==> src/rtl/ram_arbiter.sv <==
// Round-robin arbiter sharing one single-port RAM between two requesters, 2-cycle response latency.
// Define RAM_ARB_FIXED_PRIO_EN to make port 0 always win on contention (no priority pointer).
module ram_arbiter #(
    parameter int unsigned DATA_WIDTH = 8,
    parameter int unsigned RAM_DEPTH  = 1024,
    parameter int unsigned ADDR_WIDTH = $clog2(RAM_DEPTH)
) (
    input  logic                  clk,
    input  logic                  rst_n,
    input  logic                  req0_valid,
    output logic                  req0_ready,
    input  logic                  req0_we,
    input  logic [ADDR_WIDTH-1:0] req0_addr,
    input  logic [DATA_WIDTH-1:0] req0_wdata,
    input  logic                  req1_valid,
    output logic                  req1_ready,
    input  logic                  req1_we,
    input  logic [ADDR_WIDTH-1:0] req1_addr,
    input  logic [DATA_WIDTH-1:0] req1_wdata,
    output logic                  rsp0_valid,
    output logic [DATA_WIDTH-1:0] rsp0_rdata,
    output logic                  rsp1_valid,
    output logic [DATA_WIDTH-1:0] rsp1_rdata,
    output logic                  ram_we,
    output logic [ADDR_WIDTH-1:0] ram_addr,
    output logic [DATA_WIDTH-1:0] ram_wdata,
    input  logic [DATA_WIDTH-1:0] ram_rdata
);

    logic grant0;
    logic grant1;
    logic accept;
    logic sel;
    logic c_vld;
    logic c_port;
    logic r_vld;
    logic r_port;

`ifndef RAM_ARB_FIXED_PRIO_EN
    typedef enum logic {PRIO0 = 1'b0, PRIO1 = 1'b1} prio_t;
    prio_t prio;
`endif

    // Combinational grant; nothing is granted while in reset.
    always_comb begin
        grant0 = 1'b0;
        grant1 = 1'b0;
        if (rst_n) begin
`ifdef RAM_ARB_FIXED_PRIO_EN
            grant0 = req0_valid;
            grant1 = req1_valid & ~req0_valid;
`else
            if (req0_valid && req1_valid) begin
                grant0 = (prio == PRIO0);
                grant1 = (prio == PRIO1);
            end else begin
                grant0 = req0_valid;
                grant1 = req1_valid;
            end
`endif
        end
    end

    assign req0_ready = grant0;
    assign req1_ready = grant1;
    assign accept     = grant0 | grant1;
    assign sel        = grant1;

`ifndef RAM_ARB_FIXED_PRIO_EN
    // Priority pointer moves to the port that did not just win.
    always_ff @(posedge clk or negedge rst_n) begin
        if (!rst_n) begin
            prio <= PRIO0;
        end else if (accept) begin
            prio <= sel ? PRIO0 : PRIO1;
        end
    end
`endif

    // Stage C: register the winning command onto the RAM port.
    always_ff @(posedge clk or negedge rst_n) begin
        if (!rst_n) begin
            c_vld     <= 1'b0;
            c_port    <= 1'b0;
            ram_we    <= 1'b0;
            ram_addr  <= '0;
            ram_wdata <= '0;
        end else begin
            c_vld  <= accept;
            ram_we <= accept & (sel ? req1_we : req0_we);
            if (accept) begin
                c_port    <= sel;
                ram_addr  <= sel ? req1_addr : req0_addr;
                ram_wdata <= sel ? req1_wdata : req0_wdata;
            end
        end
    end

    // Stage R: track the command while the RAM performs the access.
    always_ff @(posedge clk or negedge rst_n) begin
        if (!rst_n) begin
            r_vld  <= 1'b0;
            r_port <= 1'b0;
        end else begin
            r_vld  <= c_vld;
            r_port <= c_port;
        end
    end

    // Stage O: route RAM output back to the originating port; data holds otherwise.
    always_ff @(posedge clk or negedge rst_n) begin
        if (!rst_n) begin
            rsp0_valid <= 1'b0;
            rsp1_valid <= 1'b0;
            rsp0_rdata <= '0;
            rsp1_rdata <= '0;
        end else begin
            rsp0_valid <= r_vld & ~r_port;
            rsp1_valid <= r_vld & r_port;
            if (r_vld && !r_port) begin
                rsp0_rdata <= ram_rdata;
            end
            if (r_vld && r_port) begin
                rsp1_rdata <= ram_rdata;
            end
        end
    end

endmodule
==> config.mk <==
export PLATFORM = sky130hd
export DESIGN_NAME = ram_arbiter
export DESIGN_NICKNAME = d
export VERILOG_FILES = /design/src/rtl/ram_arbiter.sv
export SDC_FILE = /design/constraint.sdc
export NUM_CORES = 1
export LEC_CHECK = 0
export ABC_AREA = 1
export CORE_MARGIN = 2
export CORE_UTILIZATION = 35
export DETAILED_ROUTE_END_ITERATION = 8
export PLACE_DENSITY = 0.85
export SYNTH_ARGS = -nofsm -noshare
export SYNTH_HDL_FRONTEND = slang
export SYNTH_SLANG_ARGS = --single-unit
==> constraint.sdc <==
create_clock -name clk -period 1 [get_ports clk]
set_input_delay 0.2 -clock clk [delete_from_list [all_inputs] [get_ports clk]]
set_output_delay 0.2 -clock clk [all_outputs]
set_load 0.01 [all_outputs]
==> results.json, run 1 <==
{
  "outcome": "finished, violations left",
  "violations": "setup timing",
  "initialDrtViolationCount": 77,
  "ff2ff_path_depth": 6,
  "fin_crit_ps": 1259,
  "areaGrowthSynthToFinish_pct": 80.53,
  "syn_nets": 237,
  "worstSetupEndpointType": "primary output",
  "yosysSeqAreaShare_pct": 60.56,
  "nets": 366,
  "route.vias.total": 1885,
  "clk_latency_ps": 290,
  "slew_viol_final": 0,
  "finalHoldViolCount": 0,
  "cp-startpoint": "prio",
  "dp_hpwl_um": 3388,
  "rsz0062_at_grt": "yes",
  "min_from": "c_vld",
  "worstHoldPathType": "reg -> reg",
  "start_util_pct": 36.50,
  "worstSetupPathType": "reg -> out",
  "hold_ws_ps": 360.9,
  "fp.dieW_um": 74.42,
  "synthesis.area_mm2": 0.001735,
  "clockBufferDepth": 2,
  "ys_ff_latch": 42,
  "groute.usage.overall_pct": 19.08,
  "power.leakage_nw": 1.544,
  "htreeDepth": 2,
  "portBuffers": 88,
  "reg2reg_to": "ram_wdata[5]",
  "start_kind": "register",
  "slew_headroom_pct": 80.35,
  "utilization_pct": 65.89,
  "r2r-start": "prio",
  "crit_required_ps": 800,
  "worstHoldEndpoint": "r_vld",
  "fmax_ghz": 0.7942,
  "cts_buffers": 5,
  "critPathMaxFanout": 3,
  "ir_drop_mv": 0.7628,
  "cts_tree": "built",
  "dieArea_mm2": 0.005538,
  "drcViolationCount": 0,
  "worst_slack_ps": -259.1,
  "wl_um": 5618,
  "clk_pin_slew_ps": 70,
  "final_cell_mix": "nand3_1, clkdlybuf4s50_1, dfrtp_1",
  "netlist.area_leader.share_pct": 60.56,
  "cts-root-buf": "clkbuf_8",
  "r2r_setup_slack_ps": -160,
  "die_h_um": 74.42,
  "grt_pass1_vias": 1818,
  "synth_area_per_cell_um2": 9.280,
  "finalSetupTns_ps": -2952,
  "maxCapViolations": 0,
  "hold_path_depth": 0,
  "yosysWarnings": 0,
  "finalCritPeriodShare_pct": 125.9,
  "worstMarginPinSlew_ps": 294.7,
  "syn_inst": 187,
  "ios": 89,
  "drt_pre_antenna_iters": 4,
  "grt_max_degree": 24,
  "rows": 25,
  "gp_congestion": 0.8481,
  "overflow": 0,
  "antenna_found_initial": 0,
  "netlist_top_cells_area": "dfrtp_1, nand3_1, nand2_1, o21ai_0, inv_1",
  "ys_types": 11,
  "fill_cells": 418,
  "wl_per_cell_um": 14.67,
  "antenna_cells": 0,
  "core_area_mm2": 0.004755,
  "routed_via_density": 4.922,
  "detail-route-antenna-nets": 0,
  "grt_pass1_wl_um": 8066,
  "clock-sinks": 42,
  "cp.arrival_ps": 1060,
  "power.density_mw_per_mm2": 1621,
  "finalSetupViolations": 44,
  "finClkSkew_ps": 9.393,
  "layout_commonest_cell": "nand3_1",
  "synth_area_leader_cell": "dfrtp_1",
  "drive_gt1_share_pct": 38.29
}
==> kinds of logic (layout without fill, tap and decap cells) <==
logic type / after synthesis / after routing / share of synthesized area, %
flops: 42 / 42 / 60.56
buf+inv: 25 / 150 / 6.200
compound gates: 19 / 19 / 5.912
simple gates: 101 / 105 / 27.33
==> worst max-delay path by stage <==
stage / end / cells after the start / slack, ps
CTS: req1_ready / 3 / -230
finish: req1_ready / 3 / -260
global placement: req1_ready / 4 / -680
global route: req1_ready / 3 / -320
floorplan: ram_addr[0] / 5 / 5
detailed placement: req1_ready / 4 / -690
==> layer usage <==
metal	track usage (%)	up-vias	wire length, um
met3	4.336	12	369
met4	8.730	0	142
met1	22.94	894	2261
li1	-	895	-
met2	32.55	84	2846
met5	0	-	0
==> layout make-up <==
type / count / area, um2 / area share [%]
Timing Repair Buffer: 128 / 1066 / 34.03
Sequential cell: 42 / 1051 / 33.55
Multi-Input combinational cell: 124 / 797.0 / 25.44
Tap cell: 67 / 83.83 / 2.676
Clock buffer: 7 / 76.32 / 2.436
Inverter: 15 / 58.81 / 1.877
==> critical path: stages (launching register included) <==
cell     delay [ps]
dfrtp_1         410
inv_2            70
a21oi_2         150
buf_2           150
==> where the power goes <==
part	leakage (nW)	internal (W)	switching, W	total (W)
sequential	0.518	0.00202	0.000179	0.00220
clock	0.0383	0.000481	0.000524	0.00100
combinational	0.988	0.00101	0.000866	0.00187
==> per-stage QoR <==
step | power [W] | instances | worst slack (ps) | instance area (um2)
floorplan | 0.002768 | 187 | 4.742 | 1735
global placement | 0.003805 | 350 | -680.1 | 2804
detailed placement | 0.003848 | 350 | -690.5 | 2804
CTS | 0.004794 | 372 | -230.1 | 2855
global route | 0.005368 | 383 | -323.2 | 3133
finish | 0.005080 | 383 | -259.1 | 3133
==> repair_timing <==
item                                    CTS  global route
resized for setup                       168            38
buffers inserted                         13            11
hold endpoints to repair                 42             0
endpoints found under the setup margin   59            61
pin swaps                                 3             5
hold buffers                              1             0
cloned                                    1             3
==> cells in the mapped netlist <==
| cell type | instances |
|---|---|
| buf_2 | 5 |
| inv_2 | 3 |
| inv_1 | 12 |
| nand3_1 | 72 |
| o21ai_0 | 17 |
| dfrtp_1 | 42 |
| clkbuf_1 | 3 |
| buf_4 | 2 |
| nand2_1 | 27 |
| nand2_2 | 2 |
| a21oi_2 | 2 |
==> flip-flops by register name, indices dropped and copies added, names as in the netlist <==
signal / flops
ram_we: 1
ram_addr: 10
r_port: 1
rsp0_valid: 1
rsp1_rdata: 8
ram_wdata: 8
c_port: 1
prio: 1
rsp1_valid: 1
r_vld: 1
rsp0_rdata: 8
c_vld: 1
Power figures use the tool's default switching activity.
==> run 2, diff against run 1 <==
--- a/config.mk
+++ b/config.mk
@@ -6,10 +6,13 @@
 export NUM_CORES = 1
 export LEC_CHECK = 0
 export ABC_AREA = 1
+export CORE_ASPECT_RATIO = 2
 export CORE_MARGIN = 2
 export CORE_UTILIZATION = 35
 export DETAILED_ROUTE_END_ITERATION = 8
+export GPL_ROUTABILITY_DRIVEN = 0
 export PLACE_DENSITY = 0.85
+export SLEW_MARGIN = 20
 export SYNTH_ARGS = -nofsm -noshare
 export SYNTH_HDL_FRONTEND = slang
 export SYNTH_SLANG_ARGS = --single-unit
==> run 2 against run 1 <==
  * The flow still finishes with violations (setup timing)
  * Register-to-register slack improved by 40 ps
  * Sequential share of layout area up 1.6 points
  * Combinational power shrank 12%
  * Routed wire length decreased by 7.9%
  * Setup slack gained 21 ps
  * Worst hold slack lost 360 ps
  * Global-route usage up 1.3 points
  * Count of clock-buffer cells in the layout fell by 1
  * Sequential cell count did not move
  * First-iteration DRC count fell by 58%
  * Critical path depth is the same
  * Largest power group unchanged
==> results.json, run 2 (synthesized netlist as in run 1, its figures left out) <==
{
  "outcome": "finished, violations left",
  "violations": "setup timing",
  "clk_latency_ps": 290,
  "nets": 361,
  "grt_pass1_vias": 1907,
  "finalNonFillerCells": 369,
  "dp_hpwl_um": 3587,
  "worst_slack_ps": -238.3,
  "worstMarginPinSlew_ps": 466.2,
  "top_register": "ram_addr",
  "htreeDepth": 2,
  "drive_gt1_share_pct": 29.81,
  "clock-sinks": 42,
  "ir_drop_mv": 1.539,
  "rows": 36,
  "antenna_found_initial": 0,
  "route.vias.total": 1834,
  "die_h_um": 103.6,
  "path_buf_inv": 2,
  "portBuffers": 88,
  "detail-route-antenna-nets": 0,
  "core_area_mm2": 0.004820,
  "final_cell_mix": "nand3_1, clkdlybuf4s50_1, dfrtp_1",
  "critPathMaxFanout": 3,
  "start_kind": "register",
  "areaGrowthSynthToFinish_pct": 72.39,
  "grt_max_degree": 38,
  "seqPwrFrac_pct": 42.6,
  "grt_pass1_wl_um": 8528,
  "slowest_delay_ps": 400,
  "routed_via_density": 4.970,
  "maxCapViolations": 0,
  "largest_reg_flops": 10,
  "power.switching_w": 0.001489,
  "intPower_w": 0.003682,
  "sw_frac_of_total_pct": 28.79,
  "start_util_pct": 36.01,
  "finalCritPeriodShare_pct": 123.8,
  "critPathSlowestCell": "dfrtp_1",
  "fill_cells": 416,
  "crit_family": "flip-flops",
  "cts-root-buf": "clkbuf_8",
  "finalHoldViolCount": 0,
  "dieArea_mm2": 0.005572,
  "placed_cells": 338,
  "drcViolationCount": 0,
  "p_comb_share_pct": 32.0,
  "groute.usage.overall_pct": 20.35,
  "power.leakage_nw": 1.501,
  "rsz0062_at_grt": "yes",
  "clkPwrFrac_pct": 25.4,
  "antenna_cells": 0,
  "finClkSkew_ps": 9.260,
  "layout_commonest_cell": "nand3_1",
  "cts_buffers": 5,
  "fmax_ghz": 0.8076,
  "ios": 89,
  "fin_crit_ps": 1238,
  "utilization_pct": 62.07,
  "overflow": 0,
  "drt_pre_antenna_iters": 4,
  "fp.dieW_um": 53.79,
  "crit_required_ps": 800,
  "cp.arrival_ps": 1040,
  "initialDrtViolationCount": 32,
  "wl_per_cell_um": 14.02,
  "slew_headroom_pct": 68.92,
  "clk_pin_slew_ps": 80,
  "wl_um": 5173,
  "clockBufferDepth": 2,
  "worstHoldPathType": "in -> async",
  "cts_tree": "built",
  "slew_viol_final": 0,
  "power.density_mw_per_mm2": 1729,
  "crit_chain": "inv_2 > a21oi_2 > buf_2",
  "worstSetupPathType": "reg -> out",
  "worstSetupEndpointType": "primary output",
  "finalSetupViolations": 48
}
[run 2: metrics by stage]
| stage | setup TNS (ps) | instance area (um2) | setup slack (ps) | power (W) | hold WS (ps) |
|---|---|---|---|---|---|
| 2_1_floorplan | 0 | 1735 | 4.742 | 0.002768 | -95.59 |
| 3_3_place_gp | -15300 | 2789 | -709.2 | 0.003792 | 150.8 |
| 3_5_place_dp | -16190 | 2789 | -719.5 | 0.003837 | 162.2 |
| 4_1_cts | -2584 | 2874 | -231.3 | 0.005061 | 25.82 |
| 5_1_grt | -4767 | 2992 | -296.9 | 0.005488 | 49.15 |
| 6_report | -2184 | 2992 | -238.3 | 0.005171 | 3.783 |
[run 2: cell type report]
type | instances | area [um2] | share of cell area (%)
inverter | 15 | 58.81 | 1.966
tap | 57 | 71.32 | 2.384
timing repair buffer | 126 | 1087 | 36.34
clock inverter | 2 | 37.54 | 1.255
sequential | 42 | 1051 | 35.13
clock buffer | 6 | 72.57 | 2.426
multi-input combinational | 121 | 613.1 | 20.49
[run 2: repair_timing]
action                                 in CTS  in global routing
gates resized for setup                   166                 10
cloned                                      2                  0
pin swaps                                   2                  1
endpoints found under the hold margin       5                  0
setup endpoints to repair                  59                 62
hold buffers                                1                  0
buffers inserted                           11                 10
[run 2: worst paths after layout]
check	end	startpoint	depth (start not counted)	slack, ps
worst max-delay path	req1_ready	prio	3	-240
worst min-delay path	ram_addr[7]	rst_n	2	4
worst max register to register	c_port	prio	6	-120
worst min register to register	r_vld	c_vld	0	360
max in group asynchronous	prio	rst_n	3	500
min in group clk	r_vld	c_vld	0	360
[run 2: power by group through the flow]
stage               Clock (W)  Sequential (W)  Combinational [W]
finish                0.00132         0.00220            0.00165
global route          0.00142         0.00224            0.00183
CTS                   0.00136         0.00219            0.00152
detailed placement          0         0.00223            0.00161
global placement            0         0.00222            0.00157
floorplan                   0         0.00237           0.000403
[run 2: per-layer routing]
| metal | global-route usage [%] | vias to the layer above | share of wire (%) |
|---|---|---|---|
| li1 | - | 879 | - |
| met1 | 21.60 | 880 | 35 |
| met2 | 36.59 | 69 | 57 |
| met3 | 3.602 | 6 | 5.3 |
| met4 | 8.425 | 0 | 1.8 |
| met5 | 0 | - | 0 |
==> run 3, diff against run 2 <==
--- a/config.mk
+++ b/config.mk
@@ -6,11 +6,11 @@
 export NUM_CORES = 1
 export LEC_CHECK = 0
 export ABC_AREA = 1
+export ABC_CLOCK_PERIOD_IN_PS = 1000
 export CORE_ASPECT_RATIO = 2
 export CORE_MARGIN = 2
 export CORE_UTILIZATION = 35
 export DETAILED_ROUTE_END_ITERATION = 8
-export GPL_ROUTABILITY_DRIVEN = 0
 export PLACE_DENSITY = 0.85
 export SLEW_MARGIN = 20
 export SYNTH_ARGS = -nofsm -noshare
==> results of run 3 <==
The final DEF is identical to that of run 2; final timing and power are the same.
